File: src/rtl/dmem_responder.sv
// Multi-cycle data-memory responder for the MEM stage: holds the pipeline for
// LATENCY cycles, then completes the access with a one-cycle ack and error flag.
module dmem_responder #(
    parameter int unsigned DEPTH_LOG2 = 5,
    parameter int unsigned LATENCY    = 3
) (
    input  logic        clk_i,
    input  logic        rst_i,
    input  logic        req_i,
    input  logic        we_i,
    input  logic [31:0] addr_i,
    input  logic [31:0] wdata_i,
    output logic [31:0] rdata_o,
    output logic        ack_o,
    output logic        err_o,
    output logic        stall_o
);

    localparam int unsigned DEPTH = 1 << DEPTH_LOG2;
    localparam logic [3:0] RELOAD = 4'((LATENCY >= 2) ? (LATENCY - 2) : 0);

    typedef enum logic [1:0] {
        ST_IDLE = 2'd0,
        ST_WAIT = 2'd1,
        ST_RESP = 2'd2
    } state_t;

    state_t                  state;
    logic [3:0]              count;
    logic                    cap_we;
    logic [DEPTH_LOG2-1:0]   cap_idx;
    logic [31:0]             cap_wdata;
    logic [31:0]             mem [DEPTH];

    logic                    bad_in;
    logic                    go_resp;
    logic                    acc_we;
    logic                    acc_bad;
    logic [DEPTH_LOG2-1:0]   acc_idx;
    logic [31:0]             acc_wdata;

    assign bad_in  = (addr_i[1:0] != 2'b00) || (addr_i[31:DEPTH_LOG2+2] != '0);
    assign stall_o = ((state == ST_IDLE) && req_i) || (state == ST_WAIT);

    // The access completing on this edge comes straight from the inputs when
    // IDLE skips WAIT, otherwise from the registers captured on acceptance.
    always_comb begin
        go_resp   = 1'b0;
        acc_we    = cap_we;
        acc_bad   = 1'b0;
        acc_idx   = cap_idx;
        acc_wdata = cap_wdata;
        case (state)
            ST_IDLE: begin
                acc_we    = we_i;
                acc_bad   = bad_in;
                acc_idx   = addr_i[DEPTH_LOG2+1:2];
                acc_wdata = wdata_i;
                go_resp   = req_i && ((LATENCY == 1) || bad_in);
            end
            ST_WAIT: go_resp = (count == 4'd0);
            default: go_resp = 1'b0;
        endcase
    end

    always_ff @(posedge clk_i or posedge rst_i) begin
        if (rst_i) begin
            state     <= ST_IDLE;
            count     <= '0;
            cap_we    <= 1'b0;
            cap_idx   <= '0;
            cap_wdata <= '0;
            rdata_o   <= '0;
            ack_o     <= 1'b0;
            err_o     <= 1'b0;
            for (int unsigned i = 0; i < DEPTH; i++) begin
                mem[i] <= '0;
            end
        end else begin
            ack_o <= 1'b0;
            err_o <= 1'b0;
            case (state)
                ST_IDLE: begin
                    if (req_i) begin
                        cap_we    <= we_i;
                        cap_idx   <= addr_i[DEPTH_LOG2+1:2];
                        cap_wdata <= wdata_i;
                        if (go_resp) begin
                            state <= ST_RESP;
                        end else begin
                            count <= RELOAD;
                            state <= ST_WAIT;
                        end
                    end
                end
                ST_WAIT: begin
                    if (go_resp) begin
                        state <= ST_RESP;
                    end else begin
                        count <= count - 4'd1;
                    end
                end
                ST_RESP: state <= ST_IDLE;
                default: state <= ST_IDLE;
            endcase

            if (go_resp) begin
                ack_o <= 1'b1;
                if (acc_bad) begin
                    err_o   <= 1'b1;
                    rdata_o <= '0;
                end else if (acc_we) begin
                    mem[acc_idx] <= acc_wdata;
                end else begin
                    rdata_o <= mem[acc_idx];
                end
            end
        end
    end

endmodule

File: config.mk
export PLATFORM = sky130hd
export DESIGN_NAME = dmem_responder
export DESIGN_NICKNAME = d
export VERILOG_FILES = /design/src/rtl/dmem_responder.sv
export SDC_FILE = /design/constraint.sdc
export NUM_CORES = 2
export LEC_CHECK = 0
export BUFFER_PORTS_ARGS = -buffer_cell sky130_fd_sc_hd__buf_2
export CAP_MARGIN = 20
export CORE_ASPECT_RATIO = 1.1
export CORE_MARGIN = 5
export CORE_UTILIZATION = 65
export CTS_CLUSTER_DIAMETER = 40
export CTS_CLUSTER_SIZE = 20
export DETAILED_ROUTE_END_ITERATION = 10
export GPL_TIMING_DRIVEN = 0
export PLACE_DENSITY = 0.82
export SETUP_SLACK_MARGIN = 0.4
export SYNTH_ARGS = -nofsm -noshare
export SYNTH_HDL_FRONTEND = slang
export SYNTH_SLANG_ARGS = --single-unit
File: constraint.sdc
create_clock -name clk_i -period 68.7 [get_ports clk_i]
set_input_delay 10.305 -clock clk_i [delete_from_list [all_inputs] [get_ports clk_i]]
set_output_delay 10.305 -clock clk_i [all_outputs]
set_load 0.005 [all_outputs]
# After elaboration in Yosys (flattened, before gate mapping)
# Cells that the tools add are included.
# word_totals
reg_bits	1102
out_inout_bits	35
elab_cells	90
# op_classes
n_addsub	1
n_lt_le_gt_ge	2
n_eq_ne	6
mux	24
bitwise_logic	2
n_reduce_logical	15
# ops
cell	n
$bwmux 1024	1
$mux 32	6
$bmux 32 s5	1
$demux 32 s5	1
$reduce_bool 25->1	1
$mux 4	3
$ne 2x2->1 const B	4
$pmux 4 s2	1
$ge 6x6->1 const B	1
$lt 6x1->1 const B	1
$mux 2	3
$not 5->6	1
$reduce_and 2->1	3
$mux 1	5
$mux 5	1
$logic_not 4->1	1
$pmux 2 s2	1
$reduce_and 4->1	1
$reduce_bool 2->1	2
$sub 4x1->4 const B	1
$logic_and 1x1->1	3
$reduce_and 3->1	1
$eq 2x1->1 const B	1
$logic_not 2->1	1
4 further kinds	5

# Depth between registers and ports, before layout
# logic_depth
word_depth	8
mapped_depth	11

# Worst setup path after synthesis
# No wires, ideal clock.
# synth_timing
kind	input-to-output
start	in req_i
end	out stall_o
t_arrival_ns	10.520
required_time_ns	58.395
slack_ns	47.875
path_stages	2
path_buffers	0
cell_sequence	nor2_1 nor2_1
# synth_between
elab_chain_cells	2
# synth_rtl
element	line_no	source
start: declaration	9	input logic req_i,
$logic_and 1x1->1	43	assign stall_o = ((state == ST_IDLE) && req_i) || (state == ST_WAIT);
$logic_or 1x1->1	43	
end: declaration	16	output logic stall_o
# No other way between the ends.

# Final worst setup path
# Same ends and word-level chain as after synthesis.

==> reports/metrics.sh <==
NUMBER_OF_BUFFERS_CREATED_BY_CTS=138
YOSYS_MOST_USED_DFF='dfrtp_1'
R2R_CELLS=8
AVGSYNTHCELLAREA_UM2=10.2
CRITPATHARRIVALTIME_NS=11.04
LAYOUT_CELLS_SIZED_ABOVE_1_PCT=16.3
P_SW_SHARE_PCT=46.3
PLACEMENTROWS=106
P_LEAK_nW=26.5
COUNT_OF_MAX_CAP_CONSTRAINT_VIOLATIONS=0
IO_PINS=103
TRITONCTS='built'
CP_SLOWEST_CELL='nor2_1'
CLKSLEWWORSTSETUPHOLDPATHS_NS=0.06
NETLIST.AREA_LEADER.SHARE_PCT=55.3
DIE_AREA_MM2=0.0824
CELLPOWERDENSITY_mW_PER_MM2=55.0
FINAL.MIN_CLOCK_PERIOD_NS=21.34
START_UTIL_PCT=65.6
FINAL_ANTENNA_NET_COUNT=0
ASYNC_SET_OR_RESET_FLOP_FRACTION_IN_THE_SYNTHESIZED_NETLIST_PCT=100
WL_PER_CELL_UM=31.9
FIN_SETUP_TNS_NS=0
CLOCK_POWER_SHARE_PCT=24.6
FINAL_CORE_UTILIZATION_PCT=75.0
OUTCOME='complete, no violations'
WORST_SLEW_PIN_SLEW_NS=1.31
TIMING.CRITICAL_PATH.BUF_INV=2
NUMBER_OF_SYNTHESIZED_FLOPS_WITH_AN_ENABLE_PIN=0
SYN-INSTANCE-COUNT=4879
POST-SYNTH-TOP-AREA-CELL='dfrtp_1'
DPL_CELL_AREA_MM2=0.0519
FF_LATCH_AREA_MM2=0.0276
DP_CELLS=6019
DIE_HEIGHT_UM=300
NUM-NETS-FINAL=5209
GRT_PASS1_WL_MM=288
DETAILEDPLACEMENTHPWL_MM=141
FINAL-INSTANCE-COUNT-EXCL-FILL=6290
SEQ_POWER_SHARE_PCT=31.9
SYN-CELL-AREA_MM2=0.0499
SYNTH_FP_NETS=4948
CLOCK_TREE.HTREE_LEVEL_COUNT=4
PIN_COUNT_OF_THE_BIGGEST_NET_ENTERING_GLOBAL_ROUTING=133
CTS_ROOT_BUFFER='clkbuf_16'
SETUP_CRIT_END_KIND='output pin'
CRIT_PATH_MAX_INCR_DELAY_NS=0.33
HOLD_VIOLATIONS=0
MIN_DELAY_PATH_DEPTH=2
CLKSINKCOUNT=1102
CTS-RESIZED-GATES=0
ACHIEVABLE-FREQUENCY_GHz=0.0469
GRT_ANTENNA_BEFORE_REPAIR=10
SETUP_VIOLATIONS=0
YOSYSWARNINGS=0
INSERTION_DELAY_NS=0.76
FINAL.SETUP_SKEW_NS=0.0418
SYNTH.FF_LATCH_COUNT=1102
NUMBER_OF_GLOBAL_ROUTE_VIAS_BEFORE_REPAIR=43400
CORE_REGION_AREA_MM2=0.0760
FP.DIEW_UM=274
FINALCRITPERIODSHARE_PCT=31.1
AVGVIACOUNTPERCELL=6.98
GRT_SETUP_UNREPAIRED='no'
BUFFER_PORTS.INSERTED=102
GP_CONGESTION=1.07
TIMING.MAX_SLEW.REL_SLACK_PCT=12.8
CTS_POST_SETUP_BUFFERS_INSERTED=0
STARTPOINT_TYPE='input pin'
DRTITER0DRC=6655
CRIT_FANOUT=4
COMB_PWR_SHARE_PCT=43.4
CRITICAL_PATH_CELL_COUNT=4
WORST_IR_DROP_VDD_V=0.0000361
CRITPATHTOPFAMILY='simple AND/OR/NAND/NOR gates'
AREA_OF_ALL_PLACED_CELLS_WITHOUT_FILLERS_MM2=0.0570
SYNTH_AREA_LEADERS='dfrtp_1 (55%), nand2_1 (9.3%), o21ai_0 (6.5%)'
SWITCHING_POWER_SUMMED_OVER_ALL_NETS_mW=1.45
MAX-CLOCK-PATH-BUFFERS=3
INTPOWER_mW=1.68
HP-CLASS='reg2reg'
GROUTE.USAGE.OVERALL_PCT=48.3
SYNTH_SEQUENTIAL_AREA_RATIO_PCT=55.3
ROUTED_VIA_COUNT=43900
MULTI_INPUT_AREA_MM2=0.0202
YOSYSUNIQUECELLTYPES=69
POST_CTS_HOLD_BUFFER_COUNT=0
SLEW_VIOLATIONS=0
FILLER_CELL_COUNT=5318
CRITICALPATHCATEGORY='in2out'
DRT_FIRST_PASS_ITERS=9
GRT_OVERFLOW=0
CRITICAL_PATH_RT_NS=58.39
CRIT_CHAIN='buf_2 -> nor2_1 -> nor2_1 -> buf_2'
WL_MM=201
SYNTHTOLAYOUTAREAGROWTH_PCT=14.2
DETAIL_ROUTE.DRC_VIOLATIONS=0
cell families (layout without fill, tap and decap cells):
group / Yosys count / in the layout / share of synthesized area [%]
AND/OR/NAND/NOR: 1582 / 1582 / 13.5
AO/OA/AOI/OAI: 1144 / 1144 / 13.8
flip-flops: 1102 / 1102 / 55.3
multiplexers: 587 / 587 / 13.2
buffers and inverters: 463 / 838 / 4.09
adder cells (fa/ha/maj): 1 / 1 / 0.0251
other: 0 / 10 / 0
routing by layer:
metal | wire length, um | track usage (%)
met3 | 28500 | 18.2
met4 | 24700 | 44.4
met1 | 66900 | 58.9
met2 | 80400 | 65.9
met5 | 57 | 0.538
path summary, 6_finish.rpt:
check,startpoint,end,slack [ns]
min in group asynchronous,rst_i,mem[183],9.64
max,req_i,stall_o,47.36
max in group asynchronous,rst_i,mem[513],56.88
min,mem[137],mem[137],0.48
max reg2reg,state[0],rdata_o[31],64.32
min reg2reg,mem[137],mem[137],0.48
flip-flops by register name (all words and copies together) (netlist names):
signal / flops
cap_idx: 5
rdata_o: 32
count: 4
err_o: 1
mem: 1024
cap_wdata: 32
ack_o: 1
cap_we: 1
state: 2
cells in the final DEF (no fill, tap or decap), drive strengths merged, types with 14 or more instances in the layout:
cell      synthesis  layout
a211oi           90      90
a21oi            20      20
a221oi           34      34
a311oi           20      20
a31oi            85      85
a32oi            69      69
and3             91      91
buf             149     270
bufinv            0      16
clkbuf          308     472
clkinv            0      35
clkinvlp          0      20
dfrtp          1102    1102
inv               6      25
mux2            393     393
mux2i           177     177
mux4             17      17
nand2          1237    1237
nand3            61      61
nand4            50      50
nor2             95      95
nor3             14      14
o21ai           737     737
o22ai            16      16
o31ai            18      18
o41ai            17      17
through the flow:
step	setup WS, ns	power [mW]	hold slack [ns]
2_1_floorplan	27.37	1.68	0.442
3_3_place_gp	16.18	2.22	0.454
3_5_place_dp	47.38	2.25	0.462
4_1_cts	47.38	3.02	0.475
5_1_grt	47.34	3.19	0.494
6_report	47.36	3.13	0.477
power by group through the flow:
stage / clock [mW] / sequential [mW] / combinational [mW]
global route: 0.796 / 1.02 / 1.38
global placement: 0 / 0.996 / 1.22
detailed placement: 0 / 0.999 / 1.25
finish: 0.772 / 1.00 / 1.36
CTS: 0.766 / 0.992 / 1.26
floorplan: 0 / 0.967 / 0.718
cells in the mapped netlist, types with 5 or more instances:
library cell  number
a221oi_1          34
dfrtp_1         1102
mux2_1           120
a311oi_1          20
nand4_1           33
and3_1            91
buf_4             25
nor2_2             5
mux2_2           273
o221ai_1          13
nor3_1            11
a32oi_1           69
buf_1             14
a211oi_1          90
o41ai_2           13
o21ai_1           84
and2_1             6
clkbuf_1         308
nor2_1            86
buf_6             11
inv_1              6
nand4_2           17
o22ai_1           15
mux4_2            17
a21oi_1           20
nand2_1         1235
o21ai_0          651
nand3_1           55
a31oi_1           84
nor4_1             6
nand3_2            6
buf_2             99
o31ai_1           17
mux2i_1          177
layout make-up:
type	instances	area share (%)
well taps	1026	2.25
plain buffers	457	3.54
clock inverters	90	1.93
repair buffers	121	1.57
diodes	10	0.0439
inverters	6	0.0527
flip-flops and latches	1102	48.4
clock buffers	164	6.65
multi-input cells	3314	35.5
tightest hold or removal path: stages, from the launching register on:
cell and delay [ns]:
dfrtp_1 0.34, nand2_1 0.04, o21ai_0 0.06
Power figures use the tool's default switching activity.
